<file path="src/rtl/dsss_dpsk_demod_pkg.sv">
// Shared types and widths for the DSSS DPSK demodulator.
package dsss_dpsk_demod_pkg;
  localparam int SLICE_W          = 18;
  localparam int DOT_W            = 37;
  localparam int MISS_MAX_DEFAULT = 3;

  typedef enum logic [1:0] {
    ST_UNLOCK = 2'b00,
    ST_FIRST  = 2'b01,
    ST_TRACK  = 2'b10
  } state_t;
endpackage

</file>
<file path="src/rtl/dsss_dpsk_demod_dot.sv">
// Two-stage differential dot product: per-branch multiply, then full-width sum.
module dpsk_dot
  import dsss_dpsk_demod_pkg::*;
(
  input  logic                      clk,
  input  logic                      rst,
  input  logic                      flush,
  input  logic                      in_valid,
  input  logic signed [SLICE_W-1:0] i_cur,
  input  logic signed [SLICE_W-1:0] q_cur,
  input  logic signed [SLICE_W-1:0] i_prev,
  input  logic signed [SLICE_W-1:0] q_prev,
  output logic                      out_valid,
  output logic signed [DOT_W-1:0]   dot
);
  localparam int PW = 2 * SLICE_W;

  logic signed [SLICE_W-1:0] cur  [2];
  logic signed [SLICE_W-1:0] prev [2];
  logic signed [PW-1:0]      prod [2];
  logic                      mul_valid_reg;
  logic signed [DOT_W-1:0]   sum_next;

  assign cur[0]  = i_cur;
  assign cur[1]  = q_cur;
  assign prev[0] = i_prev;
  assign prev[1] = q_prev;

  generate
    for (genvar gi = 0; gi < 2; gi++) begin : g_mul
      logic signed [PW-1:0] prod_reg;
      always_ff @(posedge clk) begin
        if (!rst) prod_reg <= '0;
        else if (in_valid) prod_reg <= cur[gi] * prev[gi];
      end
      assign prod[gi] = prod_reg;
    end
  endgenerate

  // One guard bit is enough: the only overflowing case is both products at +2^34.
  assign sum_next = $signed({prod[0][PW-1], prod[0]}) + $signed({prod[1][PW-1], prod[1]});

  always_ff @(posedge clk) begin
    if (!rst || flush) begin
      mul_valid_reg <= 1'b0;
      out_valid     <= 1'b0;
    end else begin
      mul_valid_reg <= in_valid;
      out_valid     <= mul_valid_reg;
    end
  end

  always_ff @(posedge clk) begin
    if (!rst) dot <= '0;
    else if (mul_valid_reg && !flush) dot <= sum_next;
  end
endmodule

</file>
<file path="src/rtl/dsss_dpsk_demod.sv">
// DPSK demodulator: lock-qualified symbol capture, differential decision and byte assembly.
module dsss_dpsk_demod
  import dsss_dpsk_demod_pkg::*;
#(
  parameter int IW       = 23,
  parameter int MISS_MAX = MISS_MAX_DEFAULT
) (
  input  logic                    clk,
  input  logic                    rst,
  input  logic                    locked,
  input  logic                    bit_sync,
  input  logic signed [IW-1:0]    douti,
  input  logic signed [IW-1:0]    doutq,
  output logic                    bit_out,
  output logic                    bit_valid,
  output logic [7:0]              byte_out,
  output logic                    byte_valid,
  output logic signed [DOT_W-1:0] dot_out,
  output logic [1:0]              state
);
  localparam int MW = $clog2(MISS_MAX + 1);

  state_t                    state_reg, state_next;
  logic [MW-1:0]             miss_reg, miss_next;
  logic signed [SLICE_W-1:0] i_slice, q_slice;
  logic signed [SLICE_W-1:0] i_prev_reg, q_prev_reg;
  logic signed [SLICE_W-1:0] i_cap_reg, q_cap_reg, i_pcap_reg, q_pcap_reg;
  logic                      cap_valid_reg;
  logic                      prev_load, sym_accept, flush;
  logic [2:0]                bit_cnt_reg;
  logic [6:0]                shift_reg;
  logic [7:0]                byte_hold_reg, byte_asm;

  assign i_slice = douti[IW-1 -: SLICE_W];
  assign q_slice = doutq[IW-1 -: SLICE_W];

  always_comb begin
    state_next = state_reg;
    miss_next  = miss_reg;
    prev_load  = 1'b0;
    sym_accept = 1'b0;
    case (state_reg)
      ST_UNLOCK: if (locked) state_next = ST_FIRST;
      ST_FIRST: begin
        if (!locked) state_next = ST_UNLOCK;
        else if (bit_sync) begin
          prev_load  = 1'b1;
          state_next = ST_TRACK;
        end
      end
      ST_TRACK: begin
        if (bit_sync && locked) begin
          sym_accept = 1'b1;
          prev_load  = 1'b1;
          miss_next  = '0;
        end else if (bit_sync) begin
          if (miss_reg >= MW'(MISS_MAX - 1)) state_next = ST_UNLOCK;
          else miss_next = miss_reg + MW'(1);
        end
      end
      default: state_next = ST_UNLOCK;
    endcase
    if (state_next == ST_UNLOCK) miss_next = '0;
    flush = (state_next == ST_UNLOCK);
  end

  always_ff @(posedge clk) begin
    if (!rst) begin
      state_reg     <= ST_UNLOCK;
      miss_reg      <= '0;
      i_prev_reg    <= '0;
      q_prev_reg    <= '0;
      i_cap_reg     <= '0;
      q_cap_reg     <= '0;
      i_pcap_reg    <= '0;
      q_pcap_reg    <= '0;
      cap_valid_reg <= 1'b0;
    end else begin
      state_reg     <= state_next;
      miss_reg      <= miss_next;
      cap_valid_reg <= sym_accept && !flush;
      if (sym_accept) begin
        i_cap_reg  <= i_slice;
        q_cap_reg  <= q_slice;
        i_pcap_reg <= i_prev_reg;
        q_pcap_reg <= q_prev_reg;
      end
      if (prev_load) begin
        i_prev_reg <= i_slice;
        q_prev_reg <= q_slice;
      end
    end
  end

  dpsk_dot u_dot (
    .clk      (clk),
    .rst      (rst),
    .flush    (flush),
    .in_valid (cap_valid_reg),
    .i_cur    (i_cap_reg),
    .q_cur    (q_cap_reg),
    .i_prev   (i_pcap_reg),
    .q_prev   (q_pcap_reg),
    .out_valid(bit_valid),
    .dot      (dot_out)
  );

  // The decision is the sign of the held dot, so bit_out holds with it.
  assign bit_out    = dot_out[DOT_W-1];
  assign byte_asm   = {shift_reg, bit_out};
  assign byte_valid = bit_valid && (bit_cnt_reg == 3'd7);
  assign byte_out   = byte_valid ? byte_asm : byte_hold_reg;
  assign state      = state_reg;

  always_ff @(posedge clk) begin
    if (!rst) begin
      bit_cnt_reg   <= '0;
      shift_reg     <= '0;
      byte_hold_reg <= '0;
    end else begin
      if (state_next == ST_UNLOCK) begin
        bit_cnt_reg <= '0;
        shift_reg   <= '0;
      end else if (bit_valid) begin
        bit_cnt_reg <= bit_cnt_reg + 3'd1;
        shift_reg   <= byte_asm[6:0];
      end
      if (byte_valid) byte_hold_reg <= byte_asm;
    end
  end
endmodule
</file>
<file path="config.mk">
export PLATFORM = sky130hd
export DESIGN_NAME = dsss_dpsk_demod
export DESIGN_NICKNAME = d
export VERILOG_FILES = /design/src/rtl/dsss_dpsk_demod_pkg.sv /design/src/rtl/dsss_dpsk_demod_dot.sv /design/src/rtl/dsss_dpsk_demod.sv
export SDC_FILE = /design/constraint.sdc
export NUM_CORES = 2
export LEC_CHECK = 0
export ABC_AREA = 1
export BUFFER_PORTS_ARGS = -buffer_cell sky130_fd_sc_hd__buf_4
export CAP_MARGIN = 20
export CORE_MARGIN = 4
export CORE_UTILIZATION = 59
export CTS_CLUSTER_SIZE = 25
export DETAILED_ROUTE_END_ITERATION = 16
export HOLD_SLACK_MARGIN = 0.15
export PLACE_DENSITY = 0.73
export SYNTH_ARGS = -nofsm -noshare
export SYNTH_HDL_FRONTEND = slang
export SYNTH_SLANG_ARGS = --single-unit
export TNS_END_PERCENT = 30
</file>
<file path="constraint.sdc">
create_clock -name clk -period 16.1 [get_ports clk]
set_input_delay 1.61 -clock clk [delete_from_list [all_inputs] [get_ports clk]]
set_output_delay 1.61 -clock clk [all_outputs]
set_load 0.05 [all_outputs]
</file>
==> results_dict.tcl <==
set metrics [dict create \
    clkLatencyLatePin_ns 0.58 \
    grt_pass1_vias 31000 \
    slew_viol_final 0 \
    grt_pass1_wl_mm 158 \
    skew_ns 0.0310 \
    layout.cells.non_filler 5762 \
    die_h_um 258 \
    worst_ep_arrival_time_ns 7.26 \
    yosysUniqueCellTypes 43 \
    yosysWarnings 0 \
    portBuffers 89 \
    synth_fp_nets 5924 \
    synth_flop_cell "dfxtp_1" \
    critical_path.top_delay_family "adder cells" \
    finalSetupTns_ns 0 \
    cts_tree "built" \
    cts_setup_buffers 0 \
    n_antenna_cell 0 \
    crit_required_ns 16.57 \
    final_util 0.628 \
    power_mw 1.29 \
    finalSetupViolCount 0 \
    grt_usage 0.292 \
    die_area_um2 66700 \
    start_util 0.597 \
    largest_reg_flops 72 \
    grt_antenna_before_repair 0 \
    ys_ff_latch 242 \
    hp-class "reg2reg" \
    post-route-period-util 0.422 \
    ff_latch_area_um2 4850 \
    status "finished clean" \
    cts_buffers 28 \
    cp_slowest_cell "dfxtp_1" \
    syn_inst 4986 \
    worst_pin_slew_ns 1.15 \
    cp-end-kind "register" \
    max_slew_margin 0.235 \
    grt.overflow.total 0 \
    yosysSeqAreaShare 0.131 \
    synth_xor_area_frac 0.0140 \
    synthMuxAreaShare 0.00217 \
    synth_top_family_by_area "adder cells" \
    drt_iter0_markers 2455 \
    dp.final_hpwl_mm 74.3 \
    synth-compound-area-share 0.0702 \
    ctsHoldBuffers 0 \
    power_leakage_nw 22.3 \
    setup.worst_path.class "reg2reg" \
    layout-drive-gt1-share 0.0394 \
    yosys.area_share.simple 0.192 \
    setup_ws_ns 9.31 \
    wirelength_mm 94.6 \
    fin_crit_ns 6.79 \
    synthArstFlopShare 0 \
    dp_cells 5711 \
    finalHoldViolCount 0 \
    wl_per_cell_um 16.4 \
    clkSinkCount 242 \
    avgSynthCellArea_um2 7.41 \
    syn_area_um2 36900 \
    synthAdderAreaFrac 0.435 \
    rsz0062_at_grt "false" \
    timing.critical_path.buf_inv 8 \
    cts_root_buf "clkbuf_16" \
    core_area_um2 61800 \
    path_cells "nand2_1 > inv_1 > fa_1 > inv_1 > fa_1 > inv_1 > ha_1 > inv_1 > fa_1 > inv_1 > fa_1 > inv_1 > fa_1 > inv_1 > ha_1 > a21oi_1 > o21a_1 > a21boi_0 > nand3_1 > nand2_1 > nand3_1 > nand2_1 > inv_1" \
    drc 0 \
    areaGrowthSynthToFinish_pct 5.14 \
    cts_resized 0 \
    nets 5842 \
    dieWidth_um 258 \
    cts_buffer_depth 3 \
    crit_top_cell "inv_1" \
    rows 91 \
    vias 30500 \
    drtAntennaViolNets 0 \
    io_pins 100 \
    via_per_inst 5.30 \
    p_per_area_nw_per_um2 33.3 \
    cp_max_fo 19 \
    cpPeakStageDelay_ns 0.91 \
    multiInputGateArea_um2 26300 \
    fmax_mhz 147 \
    cap_violations 0 \
    start_kind "register" \
    grt_max_degree 85 \
    gp_congestion 0.947 \
    ir_drop_mv 0.0795 \
    h-tree-depth 1 \
    synth_edf_count 0 \
    clkTransAtPathRegs_ns 0.07 \
    place_ws_ns 9.35 \
    n_fill_cell 5705 \
    first_pass_iters 6 \
]
[report_power, final]
part / internal [mW] / total [mW] / switching, mW / leakage [nW]
Sequential: 0.603 / 0.610 / 0.00706 / 1.95
Combinational: 0.0191 / 0.0599 / 0.0408 / 19.9
Clock: 0.353 / 0.622 / 0.269 / 0.440
[cells by family after synthesis]
logic type	after synthesis
adders and majority gates	888
DFF	242
xor gates and xnor gates	59
and+or+nand+nor	1792
AOI/OAI and AO/OA	479
buffers and inverters	1518
muxes	8
[worst paths after layout]
path / from / to / slack (ns) / depth (start not counted)
max: q_pcap_reg[0] / u_dot.g_mul[1].prod_reg[29] / 9.31 / 23
max reg2reg: q_pcap_reg[0] / u_dot.g_mul[1].prod_reg[29] / 9.31 / 23
min reg2reg: miss_reg[0] / miss_reg[0] / 0.47 / 2
min: miss_reg[0] / miss_reg[0] / 0.47 / 2
[final cells by class]
| class | instances | area share |
|---|---|---|
| clock buffers | 35 | 0.0195 |
| multi-input cells | 3226 | 0.679 |
| flip-flops and latches | 242 | 0.125 |
| inverters | 1298 | 0.126 |
| well taps | 837 | 0.0270 |
| repair buffers | 108 | 0.0209 |
| clock inverters | 16 | 0.00364 |
[metrics by stage]
stage	cell area (um2)	hold WS, ns
detailed placement	37900	0.461
finish	38800	0.468
global route	38800	0.492
global placement	37900	0.451
CTS	38800	0.462
floorplan	36900	0.445
[synthesized netlist by cell type, types with 3 or more instances]
master	count	area, um2
nand3_1	173	866
nor2_1	404	1520
clkbuf_1	183	687
o211ai_1	9	67.6
nand3b_1	5	37.5
o21ai_2	5	43.8
o21ai_1	19	95.1
buf_6	4	45.0
o21a_1	4	30.0
mux2i_1	8	80.1
a21o_1	8	60.1
or2_2	4	25.0
dfxtp_1	242	4840
xnor2_1	27	236
nand4_1	28	175
a21oi_1	217	1090
buf_4	3	22.5
nand2_1	1152	4320
buf_1	24	90.1
o21bai_1	12	90.1
o21ai_0	178	891
a21oi_2	18	158
fa_1	659	13200
ha_1	229	2870
inv_1	1294	4860
nor3_1	16	80.1
buf_2	5	25.0
xor2_1	32	280
[worst min-delay path: stages, from the launching register on]
cell and delay [ns]:
dfxtp_1 0.31, nand2_1 0.06, a21oi_1 0.05
[metal layers]
| metal | GRT usage | wire (um) | up-vias |
|---|---|---|---|
| li1 | - | - | 14400 |
| met1 | 0.406 | 40100 | 14800 |
| met2 | 0.481 | 43900 | 1168 |
| met3 | 0.0370 | 7220 | 211 |
| met4 | 0.0925 | 3370 | 0 |
| met5 | 0 | 0 | - |
[placed cells by master (no fill, tap or decap), types with 12 or more instances in the layout]
cell type and n:
nand3_1 173, nand2_1 1151, a21oi_1 217, xnor2_1 27
dfxtp_1 241, clkbuf_16 28, nor3_1 16, o21ai_1 19
ha_1 228, o21bai_1 12, fa_1 659, a21oi_2 18
xor2_1 32, nor2_1 404, o21ai_0 178, buf_4 108
inv_1 1293, nand4_1 28
Power figures use the tool's default switching activity.
